$ cat config.mk
export PLATFORM = sky130hd
export DESIGN_NAME = match_controller_flat
export DESIGN_NICKNAME = d
export VERILOG_FILES = /design/src/rtl/match_controller_pkg.sv /design/src/rtl/match_if.sv /design/src/rtl/match_controller_display_rotator.sv /design/src/rtl/match_controller.sv /design/src/flat_wrapper.sv
export SDC_FILE = /design/constraint.sdc
export NUM_CORES = 1
export LEC_CHECK = 0
export CORE_MARGIN = 8
export CORE_UTILIZATION = 45
export DETAILED_ROUTE_END_ITERATION = 10
export GPL_ROUTABILITY_DRIVEN = 0
export PLACE_DENSITY_LB_ADDON = 0.15
export REMOVE_ABC_BUFFERS = 1
export SYNTH_ARGS = -nofsm -noshare
export SYNTH_HDL_FRONTEND = slang
export SYNTH_SLANG_ARGS = --single-unit
$ cat constraint.sdc
create_clock -name clk_1khz_i -period 8.8 [get_ports clk_1khz_i]
set_input_delay 1.76 -clock clk_1khz_i [delete_from_list [all_inputs] [get_ports clk_1khz_i]]
set_output_delay 1.76 -clock clk_1khz_i [all_outputs]
set_load 0.02 [all_outputs]
$ cat src/rtl/match_controller_pkg.sv
// Shared types and constants for the table-tennis match controller.
// Holds the FSM state encoding, winner codes and the score ceiling.
package match_controller_pkg;

  localparam int SCORE_W   = 7;
  localparam int MAX_SCORE = 99;

  typedef logic [SCORE_W-1:0] score_t;

  typedef enum logic {
    PLAY = 1'b0,
    WON  = 1'b1
  } state_t;

  typedef enum logic [1:0] {
    NONE = 2'b00,
    P1   = 2'b01,
    P2   = 2'b10
  } winner_t;

  // A two-digit display cannot show more than 99, so the score sticks there.
  function automatic score_t sat_inc(input score_t s);
    return (s >= score_t'(MAX_SCORE)) ? score_t'(MAX_SCORE) : s + 1'b1;
  endfunction

  function automatic logic at_max(input score_t s);
    return s >= score_t'(MAX_SCORE);
  endfunction

endpackage

$ cat src/rtl/match_if.sv
// Bundles the point/new-game pulses and the score/display outputs of the
// match controller; the slave side is the controller, the master side its user.
interface match_if;
  import match_controller_pkg::*;

  logic       point_p1_i;
  logic       point_p2_i;
  logic       new_game_i;
  score_t     score_p1_o;
  score_t     score_p2_o;
  score_t     disp_value_o;
  logic       disp_sel_o;
  logic       disp_blank_o;
  logic [1:0] winner_o;

  modport master (
    output point_p1_i, point_p2_i, new_game_i,
    input  score_p1_o, score_p2_o, disp_value_o,
           disp_sel_o, disp_blank_o, winner_o
  );

  modport slave (
    input  point_p1_i, point_p2_i, new_game_i,
    output score_p1_o, score_p2_o, disp_value_o,
           disp_sel_o, disp_blank_o, winner_o
  );

endinterface

$ cat src/rtl/match_controller_display_rotator.sv
// Display timer: alternates the shown player during play and blinks the
// winner's score once the game is won.
module display_rotator #(
  parameter int DISP_PERIOD = 1000
) (
  input  logic clk,
  input  logic rst,
  input  logic clear,
  input  logic load,
  input  logic load_sel,
  input  logic blink,
  output logic disp_sel,
  output logic disp_blank
);

  localparam int TW = (DISP_PERIOD > 1) ? $clog2(DISP_PERIOD) : 1;
  localparam logic [TW-1:0] TERM = TW'(DISP_PERIOD - 1);

  logic [TW-1:0] timer;

  // NOTE: sequential state uses non-blocking assignments so every register
  // samples pre-edge values; the reset here is synchronous by design.
  always_ff @(posedge clk) begin
    if (rst || clear) begin
      timer      <= '0;
      disp_sel   <= 1'b0;
      disp_blank <= 1'b0;
    end else if (load) begin
      // A scored point shows the scorer for a full period, unblanked.
      timer      <= '0;
      disp_sel   <= load_sel;
      disp_blank <= 1'b0;
    end else if (timer == TERM) begin
      timer <= '0;
      if (blink) disp_blank <= ~disp_blank;
      else       disp_sel   <= ~disp_sel;
    end else begin
      timer <= timer + 1'b1;
    end
  end

endmodule

$ cat src/rtl/match_controller.sv
// Match controller: keeps both scores, decides the winner (score and margin,
// or saturation at 99) and drives the score display selection.
module match_controller
  import match_controller_pkg::*;
#(
  parameter int WIN_SCORE   = 11,
  parameter int WIN_MARGIN  = 2,
  parameter int DISP_PERIOD = 1000
) (
  input logic   clk_1khz_i,
  input logic   rst_i,
  match_if.slave bus
);

  state_t  state;
  winner_t winner;
  score_t  score_p1;
  score_t  score_p2;
  logic    disp_sel;
  logic    disp_blank;

  logic    p1_acc;
  logic    p2_acc;
  score_t  scorer_cur;
  score_t  scorer_next;
  score_t  opponent;
  logic    win_hit;

  // NOTE: every combinational output gets a default first so no latch can form.
  always_comb begin
    p1_acc      = 1'b0;
    p2_acc      = 1'b0;
    scorer_cur  = '0;
    scorer_next = '0;
    opponent    = '0;
    win_hit     = 1'b0;

    // Simultaneous pulses cancel; new_game outranks any point.
    if (state == PLAY && !bus.new_game_i) begin
      p1_acc = bus.point_p1_i && !bus.point_p2_i;
      p2_acc = bus.point_p2_i && !bus.point_p1_i;
    end

    scorer_cur  = p2_acc ? score_p2 : score_p1;
    opponent    = p2_acc ? score_p1 : score_p2;
    scorer_next = sat_inc(scorer_cur);
    // Compare in int so opponent + margin cannot wrap in 7 bits.
    win_hit = at_max(scorer_cur) ||
              ((int'(scorer_next) >= WIN_SCORE) &&
               (int'(scorer_next) >= int'(opponent) + WIN_MARGIN));
  end

  always_ff @(posedge clk_1khz_i) begin
    if (rst_i || bus.new_game_i) begin
      state    <= PLAY;
      winner   <= NONE;
      score_p1 <= '0;
      score_p2 <= '0;
    end else begin
      case (state)
        PLAY: begin
          if (p1_acc) begin
            score_p1 <= scorer_next;
            if (win_hit) begin
              state  <= WON;
              winner <= P1;
            end
          end else if (p2_acc) begin
            score_p2 <= scorer_next;
            if (win_hit) begin
              state  <= WON;
              winner <= P2;
            end
          end
        end
        WON: begin
          state <= WON;
        end
        default: begin
          state <= PLAY;
        end
      endcase
    end
  end

  display_rotator #(
    .DISP_PERIOD(DISP_PERIOD)
  ) u_rotator (
    .clk       (clk_1khz_i),
    .rst       (rst_i),
    .clear     (bus.new_game_i),
    .load      (p1_acc || p2_acc),
    .load_sel  (p2_acc),
    .blink     (state == WON),
    .disp_sel  (disp_sel),
    .disp_blank(disp_blank)
  );

  assign bus.score_p1_o   = score_p1;
  assign bus.score_p2_o   = score_p2;
  assign bus.winner_o     = winner;
  assign bus.disp_sel_o   = disp_sel;
  assign bus.disp_blank_o = disp_blank;
  // Muxed from registers so the shown value always tracks disp_sel.
  assign bus.disp_value_o = disp_sel ? score_p2 : score_p1;

endmodule

$ cat src/flat_wrapper.sv
// flat-port wrapper written by rule: the top's interface ports become plain ports
module match_controller_flat import match_controller_pkg::*;
#(
  parameter int WIN_SCORE   = 11,
  parameter int WIN_MARGIN  = 2,
  parameter int DISP_PERIOD = 1000
)
  (clk_1khz_i, rst_i, bus_point_p1_i, bus_point_p2_i, bus_new_game_i, bus_score_p1_o, bus_score_p2_o, bus_disp_value_o, bus_disp_sel_o, bus_disp_blank_o, bus_winner_o);
  match_if bus_i ();
  input logic clk_1khz_i;
  input logic rst_i;
  input wire logic [$bits(bus_i.point_p1_i)-1:0] bus_point_p1_i;
  input wire logic [$bits(bus_i.point_p2_i)-1:0] bus_point_p2_i;
  input wire logic [$bits(bus_i.new_game_i)-1:0] bus_new_game_i;
  output wire logic [$bits(bus_i.score_p1_o)-1:0] bus_score_p1_o;
  output wire logic [$bits(bus_i.score_p2_o)-1:0] bus_score_p2_o;
  output wire logic [$bits(bus_i.disp_value_o)-1:0] bus_disp_value_o;
  output wire logic [$bits(bus_i.disp_sel_o)-1:0] bus_disp_sel_o;
  output wire logic [$bits(bus_i.disp_blank_o)-1:0] bus_disp_blank_o;
  output wire logic [$bits(bus_i.winner_o)-1:0] bus_winner_o;
  assign bus_i.point_p1_i = bus_point_p1_i;
  assign bus_i.point_p2_i = bus_point_p2_i;
  assign bus_i.new_game_i = bus_new_game_i;
  assign bus_score_p1_o = bus_i.score_p1_o;
  assign bus_score_p2_o = bus_i.score_p2_o;
  assign bus_disp_value_o = bus_i.disp_value_o;
  assign bus_disp_sel_o = bus_i.disp_sel_o;
  assign bus_disp_blank_o = bus_i.disp_blank_o;
  assign bus_winner_o = bus_i.winner_o;
  match_controller #(.WIN_SCORE(WIN_SCORE), .WIN_MARGIN(WIN_MARGIN), .DISP_PERIOD(DISP_PERIOD)) u_core (.clk_1khz_i(clk_1khz_i), .rst_i(rst_i), .bus(bus_i));
endmodule
==> tab_implementation.tex, run 1 <==
\begin{tabular}{lr}
\hline
Metric & Value \\
\hline
\multicolumn{2}{l}{\textbf{Clocking}} \\
Sinks on Clock Net & 29 \\
H-Tree Level Count & 2 \\
Max Root-Sink Buffers & 2 \\
Clock buffer count from CTS & 5 \\
Clock edge transition at the registers on the reported setup and hold paths & 60 ps \\
Clock Root Buffer & clkbuf\_8 \\
Post-CTS Setup Inserts & 0 \\
Worst-skew pair later-pin latency & 280 ps \\
Post-cts hold buffer count & 0 \\
Post-cts gate resize count & 0 \\
Clock tree from TritonCTS & yes \\
\multicolumn{2}{l}{\textbf{Synth}} \\
Area contributors post-synth & dfxtp\_1, nand2\_1, ha\_1 \\
Count of warnings emitted by yosys & 0 \\
Ys async rst share & 0\% \\
Number of flops mapped to enable cells by yosys & 0 \\
Prevailing post-synth register cell & dfxtp\_1 \\
Avg Synthesized Cell Area & 8.09 um\^{}2 \\
Area fraction of the dominant cell type after synthesis & 28.0\% \\
Fraction of the yosys area taken by sequential cells & 28.0\% \\
Post-synthesis cell type count & 50 \\
Cell area after synthesis & 2070 um\^{}2 \\
Flops \& latches, synth & 29 \\
Instance count of the mapped netlist & 256 \\
Leading area contributor after synthesis & dfxtp\_1 \\
\multicolumn{2}{l}{\textbf{Worst setup path}} \\
Data arrival at the endpoint of the critical path & 6260 ps \\
Crit start category & input port \\
Termination of the worst setup path & u\_core.bus.winner\_o[0] \\
Critical Path RT & 9010 ps \\
Startpoint of the worst register-to-register path & u\_core.state \\
CP Class & input port to register \\
Kind of cell adding the most delay to the critical path & simple AND/OR/NAND/NOR gates \\
Worst R2R Path Depth & 16 \\
Largest fanout of any net on the critical path & 18 \\
FF-to-FF End & u\_core.bus.winner\_o[0] \\
Sort of element at the end of the critical path & register \\
Register-to-register setup slack & 4310 ps \\
Buffers and inverters on the worst path & 1 \\
Instance count on the critical path & 17 \\
Slowest stage cell on the critical path & or4b\_1 \\
Beginning of the critical path & bus\_point\_p1\_i \\
Crit path cell chain & clkdlybuf4s50\_1, or4b\_1, nand2\_1, nand2\_1, ha\_1, nor4\_1, a21oi\_1, a21o\_2, nor2\_1, ha\_1, nand2b\_1, a211oi\_1, o21bai\_1, maj3\_2, a2111oi\_4, a211o\_2, mux2i\_1 \\
Delay of the slowest cell on the worst path & 890 ps \\
\multicolumn{2}{l}{\textbf{Timing}} \\
Fmax & 0.165 GHz \\
Final TNS setup & 0 ps \\
Post-route minimum period & 6060 ps \\
Period Utilization, post-route & 68.8\% \\
Worst slew margin relative to its limit & 54.0\% \\
Unrepaired setup endpoints after global routing & no \\
Setup skew after layout & 8.20 ps \\
Final Hold Fails & 0 \\
Final-report max-slew violation count & 0 \\
Final hold slack & 448 ps \\
Transition at the pin with the smallest max-transition slack & 690 ps \\
Setup violations, final & 0 \\
\multicolumn{2}{l}{\textbf{Routing}} \\
Number of vias after detailed routing & 1826 \\
TritonRoute pass-1 iters & 4 \\
Number of DRC violations after detailed-routing iteration 0 & 180 \\
Post-route antenna net violation count & 0 \\
Number of vias per cell after detailed routing & 5.58 \\
Routed WL & 5.14 mm \\
Total DRC errors in the routed layout & 0 \\
WL/cell & 15.7 um \\
\multicolumn{2}{l}{\textbf{Power and ir drop}} \\
Power density over the cells & 124 nW/um\^{}2 \\
Switching Fraction & 22.2\% \\
Part of the total power dissipated in sequential elements & 44.6\% \\
Internal portion of total power & 234 uW \\
Highest ir drop seen on vdd & 84.1 uV \\
Leakage & 0.904 nW \\
Proportion of power drawn by the clock network & 48.3\% \\
Final Total Pwr & 300 uW \\
Share of total power in combinational logic & 7.2\% \\
Net load switching power & 66.5 uW \\
\multicolumn{2}{l}{\textbf{Cells and area}} \\
Layout cells sized above 1 & 12.0\% \\
Antenna cell count & 0 \\
Area added between synthesis and finish & 17.0\% \\
Fill cell instance count of the final layout & 421 \\
Final net count & 288 \\
Design Area, Final & 2420 um\^{}2 \\
Layout Cells excl Fill & 327 \\
\multicolumn{2}{l}{\textbf{Flow run}} \\
Count of maximum capacitance violations & 0 \\
\multicolumn{2}{l}{\textbf{Worst hold path}} \\
Classification of the worst-slack hold path & register to register \\
Worst hold path depth & 1 \\
\multicolumn{2}{l}{\textbf{Die}} \\
Die Wd & 83.8 um \\
Count of standard-cell rows & 24 \\
I/O pin cnt & 30 \\
Die footprint & 7030 um\^{}2 \\
Starting Density & 47.2\% \\
DIE HEIGHT & 83.8 um \\
Core outline area & 4380 um\^{}2 \\
\multicolumn{2}{l}{\textbf{Place}} \\
Port buffer count & 29 \\
Placed instance area & 2310 um\^{}2 \\
Cell Count Post-Placement & 319 \\
DP Wirelength & 3.49 mm \\
\multicolumn{2}{l}{\textbf{Global route}} \\
Global-route total usage across every layer & 15.1\% \\
Number of antenna violations at the first check in global routing & 0 \\
Vias in the first global route & 1837 \\
Aggregate global routing overflow & 0 \\
First-pass GRT wire length & 8.97 mm \\
Maximum number of pins on one net before global-route repair & 28 \\
\multicolumn{2}{l}{\textbf{Run status}} \\
Outcome & complete, no violations \\
\hline
\end{tabular}
-- cell type report --
| type | count | area (um^2) | area share (%) |
|---|---|---|---|
| flip-flops and latches | 29 | 581 | 24.0 |
| inverters | 5 | 18.8 | 0.774 |
| well taps | 52 | 65.1 | 2.68 |
| multi-input cells | 202 | 1340 | 55.2 |
| clock buffers | 7 | 86.3 | 3.56 |
| repair buffers | 31 | 305 | 12.6 |
| clock inverters | 1 | 30.0 | 1.24 |
-- per-stage QoR --
step | worst slack [ps] | utilization, %
after detailed placement | 2450 | 52.6
final | 2740 | 55.3
after CTS | 2750 | 55.3
after global routing | 2490 | 55.3
after floorplan | 2660 | -
after global placement | 2590 | 52.6
-- worst min-delay path by stage --
stage / start / endpoint / slack (ps)
after floorplan: u_core.u_rotator.timer[0] / u_core.u_rotator.timer[0] / 420
after global placement: u_core.u_rotator.timer[0] / u_core.u_rotator.timer[0] / 430
after detailed placement: u_core.u_rotator.timer[0] / u_core.u_rotator.timer[0] / 440
after CTS: u_core.u_rotator.timer[0] / u_core.u_rotator.timer[0] / 450
after global routing: u_core.u_rotator.timer[0] / u_core.u_rotator.timer[0] / 490
final: u_core.u_rotator.timer[0] / u_core.u_rotator.timer[0] / 450
-- power groups by stage --
stage | combinational [mW] | sequential (mW) | clock, mW
after floorplan | 0.0132 | 0.137 | 0
after global placement | 0.0214 | 0.137 | 0
after detailed placement | 0.0214 | 0.137 | 0
after CTS | 0.0215 | 0.134 | 0.149
after global routing | 0.0238 | 0.134 | 0.152
final | 0.0216 | 0.134 | 0.145
-- synthesized netlist by cell type, types with 2 or more instances --
master     n
o21ai_0   11
ha_1       9
nand3_1   15
and3_1     3
nor4_1     2
inv_1      5
o22ai_1    2
xor2_1    11
or3_2      2
mux2i_1   10
nand4_1    3
a211oi_1   4
clkbuf_1  10
clkbuf_8   6
dfxtp_1   29
xnor2_1    5
nand2b_1   3
o21bai_1   2
mux2_2     7
nand4b_1   2
nor3_1     2
nand2_1   34
nor2_1    28
a31oi_1    3
a21oi_1   16
a311oi_1   2
or3_1      3
or2_2      3
buf_2      2
and2_1     2
-- worst reg2reg max path: cells and delay by family, from the launching register on --
kind / cells / cell delay, ps
flops: 1 / 390
fa+ha+maj: 3 / 920
mux: 1 / 180
simple gates: 6 / 1660
compound gates: 6 / 1270
-- routing by layer --
metal	global-route usage [%]	up-vias	share of wire (%)	wire, um
met5	0	-	0	0
met4	3.45	0	0.60	31
met3	5.47	4	7.0	361
met2	22.6	48	43	2210
met1	19.8	844	49	2540
li1	-	930	-	-
-- cell families (layout without fill, tap and decap cells) --
kind of cell | after synthesis | in the layout | synth area share, %
buffers and inverters | 25 | 44 | 8.10
muxes | 17 | 17 | 8.64
DFF | 29 | 29 | 28.0
xor gates and xnor gates | 16 | 16 | 6.77
adders and majority gates | 10 | 10 | 5.98
and+or+nand+nor | 110 | 110 | 26.2
AOI/OAI and AO/OA | 49 | 49 | 16.3
-- layout by cell type (no fill, tap or decap), types with 3 or more instances in the layout --
cell	count
a211oi_1	4
ha_1	9
xor2_1	11
inv_1	5
nand4_1	3
nand3_1	15
o21ai_0	11
a31oi_1	3
dfxtp_1	29
and3_1	3
or3_1	3
nand2_1	34
mux2_2	7
mux2i_1	10
clkdlybuf4s50_1	29
or2_2	3
nor2_1	28
nand2b_1	3
xnor2_1	5
clkbuf_8	6
a21oi_1	16
-- flip-flops by register name (all words and copies together) (netlist names) --
name / count
u_core.bus.winner_o: 2
u_core.bus.score_p1_o: 7
u_core.u_rotator.timer: 10
u_core.bus.score_p2_o: 7
u_core.u_rotator.disp_blank: 1
u_core.state: 1
u_core.u_rotator.disp_sel: 1
Note: power is estimated with default switching activity, not from simulation.
==> run 2: changes to the inputs <==
==> constraint.sdc (replaced) <==
create_clock -name clk_1khz_i -period 5.65 [get_ports clk_1khz_i]
set_input_delay 1.13 -clock clk_1khz_i [delete_from_list [all_inputs] [get_ports clk_1khz_i]]
set_output_delay 1.13 -clock clk_1khz_i [all_outputs]
set_load 0.02 [all_outputs]
==> run 2 against run 1 <==
Net effect: non-clock buffer count grew 2; count of clock-buffer cells in the layout shrank 1; global-route usage shrank 0.42 points; worst hold slack lost 1.7 ps; wire length shrank 3.4%; clock skew shrank 2.8 ps; worst setup slack lost 1900 ps; sequential power grew 55%; flip-flop and latch count is the same; die area is the same; clock power grew 15%; final cell count grew 0.61%; largest cell class unchanged; largest power group is now registers.
==> tab_implementation.tex, run 2 (synthesis gave the netlist of run 1 again) <==
\begin{tabular}{lr}
\hline
Metric & Value \\
\hline
\multicolumn{2}{l}{\textbf{Clocking}} \\
Worst-skew pair later-pin latency & 280 ps (about the same) \\
Clock Root Buffer & clkbuf\_8 (unchanged) \\
Clock tree from TritonCTS & yes (unchanged) \\
H-Tree Level Count & 2 (unchanged) \\
Sinks on Clock Net & 29 (unchanged) \\
Clock buffer count from CTS & 5 (unchanged) \\
Clock edge transition at the registers on the reported setup and hold paths & 60 ps (about the same) \\
Post-cts hold buffer count & 0 (unchanged) \\
Post-CTS Setup Inserts & 0 (unchanged) \\
Max Root-Sink Buffers & 2 (unchanged) \\
Post-cts gate resize count & 0 (unchanged) \\
\multicolumn{2}{l}{\textbf{Routing}} \\
Number of vias after detailed routing & 1889 (was 1826) \\
Number of vias per cell after detailed routing & 5.74 (was 5.58) \\
TritonRoute pass-1 iters & 4 (unchanged) \\
Highest signal layer in the routed design & met4 (unchanged) \\
Total DRC errors in the routed layout & 0 (unchanged) \\
Met2 WL & 2.12 mm (was 2.21 mm) \\
WL/cell & 15.1 um (was 15.7 um) \\
Routed WL & 4.97 mm (was 5.14 mm) \\
Detailed-routing wirelength on met1 & 2.31 mm (was 2.54 mm) \\
Post-route antenna net violation count & 0 (unchanged) \\
Routed length on met3 & 464 um (was 361 um) \\
Number of DRC violations after detailed-routing iteration 0 & 210 (was 180) \\
\multicolumn{2}{l}{\textbf{Timing}} \\
Period Utilization, post-route & 85.9\% \\
Final TNS setup & 0 ps (unchanged) \\
Final-report max-slew violation count & 0 (unchanged) \\
Worst slew margin relative to its limit & 70.5\% (was 54.0\%) \\
Transition at the pin with the smallest max-transition slack & 442 ps (was 690 ps) \\
Post-route minimum period & 4850 ps \\
Setup violations, final & 0 (unchanged) \\
Final Hold Fails & 0 (unchanged) \\
Unrepaired setup endpoints after global routing & no (unchanged) \\
Fmax & 0.206 GHz \\
Worst Setup Slack, final & 799 ps (was 2740 ps) \\
Setup skew after layout & 5.45 ps (was 8.20 ps) \\
\multicolumn{2}{l}{\textbf{Global route}} \\
Aggregate global routing overflow & 0 (unchanged) \\
Vias in the first global route & 1827 (was 1837) \\
Maximum number of pins on one net before global-route repair & 27 (was 28) \\
Global-route total usage across every layer & 14.6\% (was 15.1\%) \\
Number of antenna violations at the first check in global routing & 0 (unchanged) \\
First-pass GRT wire length & 8.74 mm (was 8.97 mm) \\
\multicolumn{2}{l}{\textbf{Die}} \\
Die Wd & 83.8 um (unchanged) \\
Core outline area & 4380 um\^{}2 (unchanged) \\
I/O pin cnt & 30 (unchanged) \\
DIE HEIGHT & 83.8 um (unchanged) \\
Die footprint & 7030 um\^{}2 (unchanged) \\
Starting Density & 47.2\% (unchanged) \\
Count of standard-cell rows & 24 (unchanged) \\
\multicolumn{2}{l}{\textbf{Worst hold path}} \\
Classification of the worst-slack hold path & register to register (unchanged) \\
\multicolumn{2}{l}{\textbf{Worst setup path}} \\
Delay of the slowest cell on the worst path & 510 ps (was 890 ps) \\
Kind of cell adding the most delay to the critical path & compound AO/OA/AOI/OAI gates (was simple AND/OR/NAND/NOR gates) \\
Sort of element at the end of the critical path & register (unchanged) \\
Crit path cell chain & clkdlybuf4s50\_1, nor4b\_4, buf\_4, nand2\_1, nand2\_1, ha\_1, nor4\_1, a211oi\_1, a21o\_2, nor2\_1, ha\_1, nand2b\_1, a211oi\_1, o21bai\_1, maj3\_2, a2111oi\_4, a211o\_2, mux2i\_1 (was clkdlybuf4s50\_1, or4b\_1, nand2\_1, nand2\_1, ha\_1, nor4\_1, a21oi\_1, a21o\_2, nor2\_1, ha\_1, nand2b\_1, a211oi\_1, o21bai\_1, maj3\_2, a2111oi\_4, a211o\_2, mux2i\_1) \\
Critical Path RT & 5860 ps (was 9010 ps) \\
Register-to-register setup slack & 1760 ps (was 4310 ps) \\
Slowest stage cell on the critical path & clkdlybuf4s50\_1 (was or4b\_1) \\
Largest fanout of any net on the critical path & 26 (was 18) \\
Data arrival at the endpoint of the critical path & 5060 ps (was 6260 ps) \\
CP Class & input port to register (unchanged) \\
Buffers and inverters on the worst path & 2 (was 1) \\
Crit start category & input port (unchanged) \\
\multicolumn{2}{l}{\textbf{Cells and area}} \\
Number of flip-flops in the largest register & 10 (unchanged) \\
Antenna cell count & 0 (unchanged) \\
Top library cells by usage in the layout, fill and taps aside & nand2\_1, clkdlybuf4s50\_1, dfxtp\_1, nor2\_1, a21oi\_1 (unchanged) \\
Area added between synthesis and finish & 16.1\% (was 17.0\%) \\
Layout cells sized above 1 & 12.6\% (was 12.0\%) \\
Most common cell after layout, fill and taps aside & nand2\_1 (unchanged) \\
Largest register by flop count & u\_core.u\_rotator.timer (unchanged) \\
Final net count & 290 (was 288) \\
\multicolumn{2}{l}{\textbf{Place}} \\
Port buffer count & 29 (unchanged) \\
Pre-CTS setup slack & 532 ps (was 2450 ps) \\
DP Wirelength & 3.40 mm (was 3.49 mm) \\
\multicolumn{2}{l}{\textbf{Power and ir drop}} \\
Power density over the cells & 170 nW/um\^{}2 (was 124 nW/um\^{}2) \\
Highest ir drop seen on vdd & 128 uV (was 84.1 uV) \\
Leakage & 0.900 nW (was 0.904 nW) \\
\multicolumn{2}{l}{\textbf{Flow run}} \\
Count of maximum capacitance violations & 0 (unchanged) \\
\multicolumn{2}{l}{\textbf{Run status}} \\
Outcome & complete, no violations (unchanged) \\
\hline
\end{tabular}
[run 2: cell count changes in the layout (fill, tap and decap cells not counted)]
cell / before / now
clkinv_2: 0 / 2
buf_4: 2 / 4
clkbuf_8: 6 / 5
bufinv_16: 1 / 0
[run 2: power breakdown]
group,internal [mW],switching (mW)
clock network,0.0852,0.0820
registers,0.206,0.00252
logic,0.0150,0.0190
[run 2: cell type report]
type,instances,area (um^2)
sequential,29,581
multi-input combinational,202,1340
fill,402,1980
clock buffer,6,72.6
inverter,5,18.8
clock inverter,2,10.0
tap,52,65.1
timing repair buffer,33,320
[run 2: final timing paths]
kind                        startpoint  cells past startpoint                         to
max                     bus_new_game_i                     18     u_core.bus.winner_o[0]
min          u_core.u_rotator.timer[0]                      1  u_core.u_rotator.timer[0]
max reg2reg               u_core.state                     17     u_core.bus.winner_o[0]
min reg2reg  u_core.u_rotator.timer[0]                      1  u_core.u_rotator.timer[0]
[run 2: through the flow]
stage	cells	area, um^2	utilization, %	power, mW	hold slack [ps]
3_5_place_dp	321	2320	53.0	0.247	444
2_1_floorplan	236	1920	-	0.234	418
3_3_place_gp	321	2320	53.0	0.247	427
5_1_grt	329	2400	54.9	0.427	487
4_1_cts	329	2400	54.9	0.415	453
6_report	329	2400	54.9	0.410	447
[run 2: routing by layer]
layer / GRT usage, % / vias to the layer above
met5: 0 / -
met4: 4.24 / 0
met3: 5.86 / 9
met2: 22.5 / 73
met1: 18.2 / 873
li1: - / 934
